`src/rtl/uart_rx_16x.sv`:
```
// 8N1 UART receiver driven by a 16x oversampling clock enable.
// Presents each good byte through a valid/acknowledge handshake, with overrun and framing-error flags.
module uart_rx_16x #(
    parameter int SYNC_STAGES = 2
) (
    input  logic       clk,
    input  logic       reset,
    input  logic       baud_tick,
    input  logic       UART_RX,
    input  logic       RX_ACK,
    output logic [7:0] RX_DATA,
    output logic       RX_VALID,
    output logic       RX_OVR,
    output logic       RX_FERR,
    output logic       RX_BUSY
);

    typedef enum logic [1:0] {
        IDLE  = 2'd0,
        START = 2'd1,
        DATA  = 2'd2,
        STOP  = 2'd3
    } state_t;

    logic [SYNC_STAGES-1:0] sync_r;
    logic                   rx_s;

    state_t     state_r, state_s;
    logic [3:0] tick_cnt_r, tick_cnt_s;
    logic [2:0] bit_cnt_r, bit_cnt_s;
    logic [7:0] shift_r, shift_s;
    logic       good_s;
    logic       ferr_s;

    logic [7:0] data_r;
    logic       valid_r;
    logic       ovr_r;
    logic       ferr_r;
    logic       busy_r;

    // Metastability synchronizer; idles high so reset never looks like a start bit.
    always_ff @(posedge clk or posedge reset) begin
        if (reset) begin
            sync_r <= {SYNC_STAGES{1'b1}};
        end else begin
            sync_r <= {sync_r[SYNC_STAGES-2:0], UART_RX};
        end
    end

    assign rx_s = sync_r[SYNC_STAGES-1];

    // Frame FSM, bit-timing counters and shift register state.
    always_ff @(posedge clk or posedge reset) begin
        if (reset) begin
            state_r    <= IDLE;
            tick_cnt_r <= 4'd0;
            bit_cnt_r  <= 3'd0;
            shift_r    <= 8'h00;
            busy_r     <= 1'b0;
        end else begin
            state_r    <= state_s;
            tick_cnt_r <= tick_cnt_s;
            bit_cnt_r  <= bit_cnt_s;
            shift_r    <= shift_s;
            busy_r     <= (state_s != IDLE);
        end
    end

    // Next-state logic; everything advances only on baud ticks.
    always_comb begin
        state_s    = state_r;
        tick_cnt_s = tick_cnt_r;
        bit_cnt_s  = bit_cnt_r;
        shift_s    = shift_r;
        good_s     = 1'b0;
        ferr_s     = 1'b0;
        if (baud_tick) begin
            case (state_r)
                IDLE: begin
                    if (!rx_s) begin
                        state_s    = START;
                        tick_cnt_s = 4'd0;
                    end else begin
                        state_s = IDLE;
                    end
                end
                START: begin
                    // Re-check the line at mid start bit to reject glitches.
                    if (tick_cnt_r != 4'd7) begin
                        tick_cnt_s = tick_cnt_r + 4'd1;
                    end else if (!rx_s) begin
                        state_s    = DATA;
                        tick_cnt_s = 4'd0;
                        bit_cnt_s  = 3'd0;
                    end else begin
                        state_s = IDLE;
                    end
                end
                DATA: begin
                    tick_cnt_s = tick_cnt_r + 4'd1;
                    if (tick_cnt_r == 4'd15) begin
                        shift_s   = {rx_s, shift_r[7:1]};
                        bit_cnt_s = bit_cnt_r + 3'd1;
                        if (bit_cnt_r == 3'd7) begin
                            state_s = STOP;
                        end else begin
                            state_s = DATA;
                        end
                    end else begin
                        state_s = DATA;
                    end
                end
                STOP: begin
                    tick_cnt_s = tick_cnt_r + 4'd1;
                    // Leave at mid stop bit so a following start edge is never missed.
                    if (tick_cnt_r == 4'd15) begin
                        state_s = IDLE;
                        if (rx_s) begin
                            good_s = 1'b1;
                        end else begin
                            ferr_s = 1'b1;
                        end
                    end else begin
                        state_s = STOP;
                    end
                end
                default: begin
                    state_s = IDLE;
                end
            endcase
        end else begin
            state_s = state_r;
        end
    end

    // CPU-side holding register, handshake and status flags.
    always_ff @(posedge clk or posedge reset) begin
        if (reset) begin
            data_r  <= 8'h00;
            valid_r <= 1'b0;
            ovr_r   <= 1'b0;
            ferr_r  <= 1'b0;
        end else begin
            ferr_r <= ferr_s;
            if (good_s) begin
                data_r  <= shift_r;
                valid_r <= 1'b1;
                // Overrun only when the previous byte is still unconsumed this cycle.
                ovr_r   <= valid_r & ~RX_ACK;
            end else if (RX_ACK) begin
                valid_r <= 1'b0;
                ovr_r   <= 1'b0;
            end
        end
    end

    assign RX_DATA  = data_r;
    assign RX_VALID = valid_r;
    assign RX_OVR   = ovr_r;
    assign RX_FERR  = ferr_r;
    assign RX_BUSY  = busy_r;

endmodule

```
`config.mk`:
```
export PLATFORM = sky130hd
export DESIGN_NAME = uart_rx_16x
export DESIGN_NICKNAME = d
export VERILOG_FILES = /design/src/rtl/uart_rx_16x.sv
export SDC_FILE = /design/constraint.sdc
export NUM_CORES = 1
export LEC_CHECK = 0
export CAP_MARGIN = 20
export CORE_ASPECT_RATIO = 2
export CORE_UTILIZATION = 48
export DETAILED_ROUTE_END_ITERATION = 8
export PLACE_DENSITY = 0.78
export REMOVE_ABC_BUFFERS = 1
export SYNTH_ARGS = -nofsm -noshare
export SYNTH_HDL_FRONTEND = slang
export SYNTH_SLANG_ARGS = --single-unit
```
`constraint.sdc`:
```
create_clock -name clk -period 1.65 [get_ports clk]
set_input_delay 0.33 -clock clk [delete_from_list [all_inputs] [get_ports clk]]
set_output_delay 0.33 -clock clk [all_outputs]
set_load 0.01 [all_outputs]
```
==> impl_metrics.tcl, run 1 <==
set metrics [dict create \
    synthAdderAreaFrac 0.0269 \
    final-max-slew-violation-count 0 \
    io_buffers 16 \
    synth_top_area_frac 0.521 \
    cts_htree_levels 2 \
    synth_common_cells "dfrtp_1 (29), mux2_2 (16), inv_1 (7), o21ai_0 (7)" \
    endpoint_kind "flip-flop" \
    insertion_delay_ns 0.28 \
    wl_per_cell_um 15.3 \
    ir_drop_v 0.000791 \
    max_slew_margin 0.712 \
    critPathLaunchType "flip-flop" \
    clockBufferDepth 2 \
    start_util 0.503 \
    fmax_mhz 636 \
    cts_buffers 5 \
    path_max_fanout 9 \
    holdWs_ns 0.355 \
    antenna_found_initial 0 \
    critPathKind "reg -> reg" \
    synth_top_family_by_area "multiplexers" \
    synth_top_area_cell "dfrtp_1" \
    nets 153 \
    synth_warnings 0 \
    path_clk_slew_ns 0.06 \
    via_per_inst 5.59 \
    numClockSinks 31 \
    vias 978 \
    cap_viol_max_count 0 \
    synth.cell_area_sq_um 1390 \
    io_pins 17 \
    yosys.cell_count.top_type "dfrtp_1" \
    antenna_cells 0 \
    yosys.area_share.simple 0.128 \
    worst_slew_pin_slew_ns 0.431 \
    period_minus_slack_ns 1.57 \
    grt_pass1_wl_um 4290 \
    synth-seq-area-share 0.558 \
    die_area_sq_um 3140 \
    required_ns 1.82 \
    r2r-start "tick_cnt_r[1]" \
    synth-compound-area-share 0.0898 \
    ys_types 31 \
    timing.final.ws_setup_ns 0.0781 \
    synth-edff-count 0 \
    die_w_um 40.1 \
    die_h_um 78.2 \
    num_rows 27 \
    leakage_nw 0.829 \
    grt_usage 0.200 \
    drive_above_1_share 0.308 \
    power.density_nw_per_um2 1250 \
    place_ws_ns -0.186 \
    area_growth_pct 31.0 \
    antenna_left 0 \
    cts_tree "built" \
    finalWirelength_um 2680 \
    critPathArrivalTime_ns 1.74 \
    first_pass_iters 4 \
    post_cts_buffers 0 \
    rrSetupSlack_ns 0.08 \
    hold_viol_final 0 \
    synth_mux_area_frac 0.151 \
    power_mw 2.28 \
    syn_area_per_cell_sq_um 12.1 \
    r2r.worst_path.cells 5 \
    grt_max_degree 32 \
    r2r-end "shift_r[2]" \
    core_area_sq_um 2770 \
    period_share 0.953 \
    synth-seq-cells 31 \
    synthFlopType "dfrtp_1" \
    finalSetupViolCount 0 \
    hold_path.class "reg -> reg" \
    clock-root-buffer "clkbuf_8" \
    synth_cells 115 \
    grt_overflow_total 0 \
    rsz0062_at_grt "false" \
    run_status "finished, final reports clean" \
    synth_area_leaders "dfrtp_1 (52%), mux2_2 (13%), dfstp_2 (3.8%)" \
    drtIter0Drc 18 \
    place_congestion 0.760 \
    async_flop_share 1.00 \
    grt_pass1_vias 987 \
    hpwl_um 1850 \
    cp-startpoint "tick_cnt_r[1]" \
    synth_xor_area_frac 0 \
    clock_skew_ns 0.00501 \
    endpoint "shift_r[2]" \
    drt_drc_violations_left 0 \
]
## per-stage QoR
| stage | instances | area, sq um | setup TNS, ns | util |
|---|---|---|---|---|
| finish | 175 | 1830 | 0 | 0.659 |
| detailed placement | 166 | 1680 | -2.97 | 0.605 |
| CTS | 174 | 1780 | 0 | 0.641 |
| global route | 175 | 1830 | 0 | 0.659 |
| global placement | 166 | 1680 | -2.72 | 0.605 |
| floorplan | 108 | 1360 | 0 | - |
## final cells by class
class / count / area [sq um]
clock buffers: 8 / 100
inverters: 7 / 26.3
well taps: 29 / 36.3
flip-flops and latches: 31 / 778
multi-input cells: 71 / 602
repair buffers: 29 / 283
fillers: 209 / 945
## worst min-delay path by stage
stage / slack (ns) / end / depth (start not counted) / from
final: 0.36 / sync_r[1] / 0 / sync_r[0]
after global placement: 0.35 / sync_r[1] / 0 / sync_r[0]
after CTS: 0.36 / sync_r[1] / 0 / sync_r[0]
after detailed placement: 0.35 / sync_r[1] / 0 / sync_r[0]
after floorplan: 0.33 / sync_r[0] / 0 / UART_RX
after global routing: 0.36 / sync_r[1] / 0 / sync_r[0]
## state kept, by name, summed over array words and instances (netlist names)
| register | count |
|---|---|
| RX_VALID | 1 |
| tick_cnt_r | 4 |
| state_r | 2 |
| RX_FERR | 1 |
| bit_cnt_r | 3 |
| sync_r | 2 |
| RX_OVR | 1 |
| RX_BUSY | 1 |
| shift_r | 8 |
| RX_DATA | 8 |
## timing repair
item / CTS / global route
hold buffers: 0 / 0
resized for setup: 0 / 6
setup endpoints to repair: 0 / 21
## cell families (layout without fill, tap and decap cells)
group,count (synthesis),in the layout
mux,19,19
simple gates,28,29
buf+inv,14,44
compound gates,20,20
fa+ha+maj,3,3
flops,31,31
## critical path: stages, from the launching register on
cell	delay (ns)
dfrtp_1	0.40
ha_4	0.17
and4_4	0.25
and2_1	0.17
buf_12	0.13
mux2_2	0.33
## metal layers
layer	vias up	track usage	wire [um]
met3	6	0.0452	92
met5	-	0	0
met4	0	0.103	57
met1	483	0.222	1060
li1	470	-	-
met2	19	0.329	1470
## power breakdown
group          leakage (nW)  switching, mW  total [mW]  internal (mW)
Clock                0.0515          0.270       0.650          0.380
Combinational         0.382          0.306       0.617          0.311
Sequential            0.396          0.145        1.01          0.869
Total                 0.829          0.721        2.28           1.56
## cell usage in the layout, fill, tap and decap left out, drive strengths merged, types with 3 or more instances in the layout
cell / count
dfrtp: 29
mux2: 16
clkdlybuf4s50: 16
buf: 13
clkbuf: 8
o21ai: 7
inv: 7
nand2: 5
nand3: 4
a21oi: 4
nand4b: 4
nor2: 4
nand2b: 3
and2: 3
mux2i: 3
nand4: 3
ha: 3
Note: power is estimated with default switching activity, not from simulation.
==> inputs of run 2 (changes only) <==
--- a/config.mk
+++ b/config.mk
@@ -5,12 +5,14 @@
 export SDC_FILE = /design/constraint.sdc
 export NUM_CORES = 1
 export LEC_CHECK = 0
-export CAP_MARGIN = 20
+export CAP_MARGIN = 10
 export CORE_ASPECT_RATIO = 2
 export CORE_UTILIZATION = 48
 export DETAILED_ROUTE_END_ITERATION = 8
+export GPL_ROUTABILITY_DRIVEN = 0
 export PLACE_DENSITY = 0.78
 export REMOVE_ABC_BUFFERS = 1
 export SYNTH_ARGS = -nofsm -noshare
 export SYNTH_HDL_FRONTEND = slang
 export SYNTH_SLANG_ARGS = --single-unit
+export TNS_END_PERCENT = 5
==> impl_metrics.tcl, run 2 (synthesized netlist as in run 1, its figures left out) <==
set metrics [dict create \
    clockBufferDepth 2 \
    drt_drc_violations_left 0 \
    path_cells "ha_4 > and4_4 > buf_12 > nand4_4 > mux2_2" \
    drive_above_1_share 0.297 \
    via_per_inst 5.59 \
    holdWs_ns 0.356 \
    drtIter0Drc 20 \
    leakage_nw 0.828 \
    die_area_sq_um 3140 \
    grt_pass1_vias 987 \
    fmax_mhz 627 \
    first_pass_iters 6 \
    grt_max_degree 32 \
    endpoint_kind "flip-flop" \
    area_growth_pct 29.3 \
    finalWirelength_um 2620 \
    hpwl_um 1850 \
    crit_slowest_cell "dfrtp_1" \
    grt_usage 0.200 \
    rrSetupSlack_ns 0.06 \
    layout.cells.non_filler 174 \
    vias 973 \
    cap_viol_max_count 0 \
    placed_cells 166 \
    run_status "finished, final reports clean" \
    worst_slew_pin_slew_ns 0.384 \
    path_max_fanout 10 \
    rsz0062_at_grt "true" \
    core_area_sq_um 2770 \
    ctsHoldBuffers 0 \
    cts_htree_levels 2 \
    power.density_nw_per_um2 1260 \
    hold_viol_final 0 \
    ir_drop_v 0.000790 \
    num_rows 27 \
    layout.cells.most_common_list "dfrtp_1 (29), mux2_2 (16), clkdlybuf4s50_1 (16)" \
    die_h_um 78.2 \
    numClockSinks 31 \
    nets 152 \
    antenna_left 0 \
    finalSetupViolCount 0 \
    clock-root-buffer "clkbuf_8" \
    crit_buf_inv 1 \
    antenna_cells 0 \
    critPathLaunchType "flip-flop" \
    max_slew_margin 0.744 \
    grt_pass1_wl_um 4290 \
    period_minus_slack_ns 1.59 \
    insertion_delay_ns 0.28 \
    start_util 0.503 \
    antenna_found_initial 0 \
    period_share 0.966 \
    power_mw 2.26 \
    final_common_cell "dfrtp_1" \
    cts_buffers 5 \
    hold_path.class "reg -> reg" \
    final-max-slew-violation-count 0 \
    die_w_um 40.1 \
    io_pins 17 \
    timing.final.ws_setup_ns 0.0554 \
    cts.repair.resized 0 \
    crit_family "simple AND/OR/NAND/NOR gates" \
    post_cts_buffers 0 \
    stdcell_area_sq_um 1800 \
    clock_skew_ns 0.00458 \
    setup_tns_ns 0 \
    path_clk_slew_ns 0.06 \
    place_area_sq_um 1680 \
    critPathArrivalTime_ns 1.76 \
    utilization 0.650 \
    required_ns 1.82 \
    critPathKind "reg -> reg" \
    place_ws_ns -0.186 \
    wl_per_cell_um 15.0 \
    cts_tree "built" \
    grt_overflow_total 0 \
    io_buffers 16 \
    slowest_delay_ns 0.40 \
]
run 2: changes by cell type in the layout (fill, tap and decap cells not counted), sizes merged:
cell	previous run	this run
nand4	3	2
run 2: layout make-up:
class,instances,area [sq um]
Clock buffer,8,100
Fill cell,215,968
Inverter,7,26.3
Multi-Input combinational cell,70,578
Sequential cell,31,778
Tap cell,29,36.3
Timing Repair Buffer,29,283
run 2: worst paths after layout:
path,from,depth (start not counted),end
min,sync_r[0],0,sync_r[1]
max in group asynchronous,reset,3,sync_r[1]
max,tick_cnt_r[1],5,RX_DATA[0]
max reg2reg,tick_cnt_r[1],5,RX_DATA[0]
min in group asynchronous,reset,3,RX_BUSY
min reg2reg,sync_r[0],0,sync_r[1]
run 2: where the power goes:
part / leakage [nW] / internal (mW) / switching (mW)
clock: 0.0515 / 0.380 / 0.274
sequential: 0.396 / 0.870 / 0.127
combinational: 0.381 / 0.309 / 0.302
total: 0.828 / 1.56 / 0.703
run 2: layer usage:
layer / GRT usage / routed length (um)
met2: 0.329 / 1430
met5: 0 / 0
met3: 0.0452 / 100
met4: 0.103 / 56
met1: 0.222 / 1030
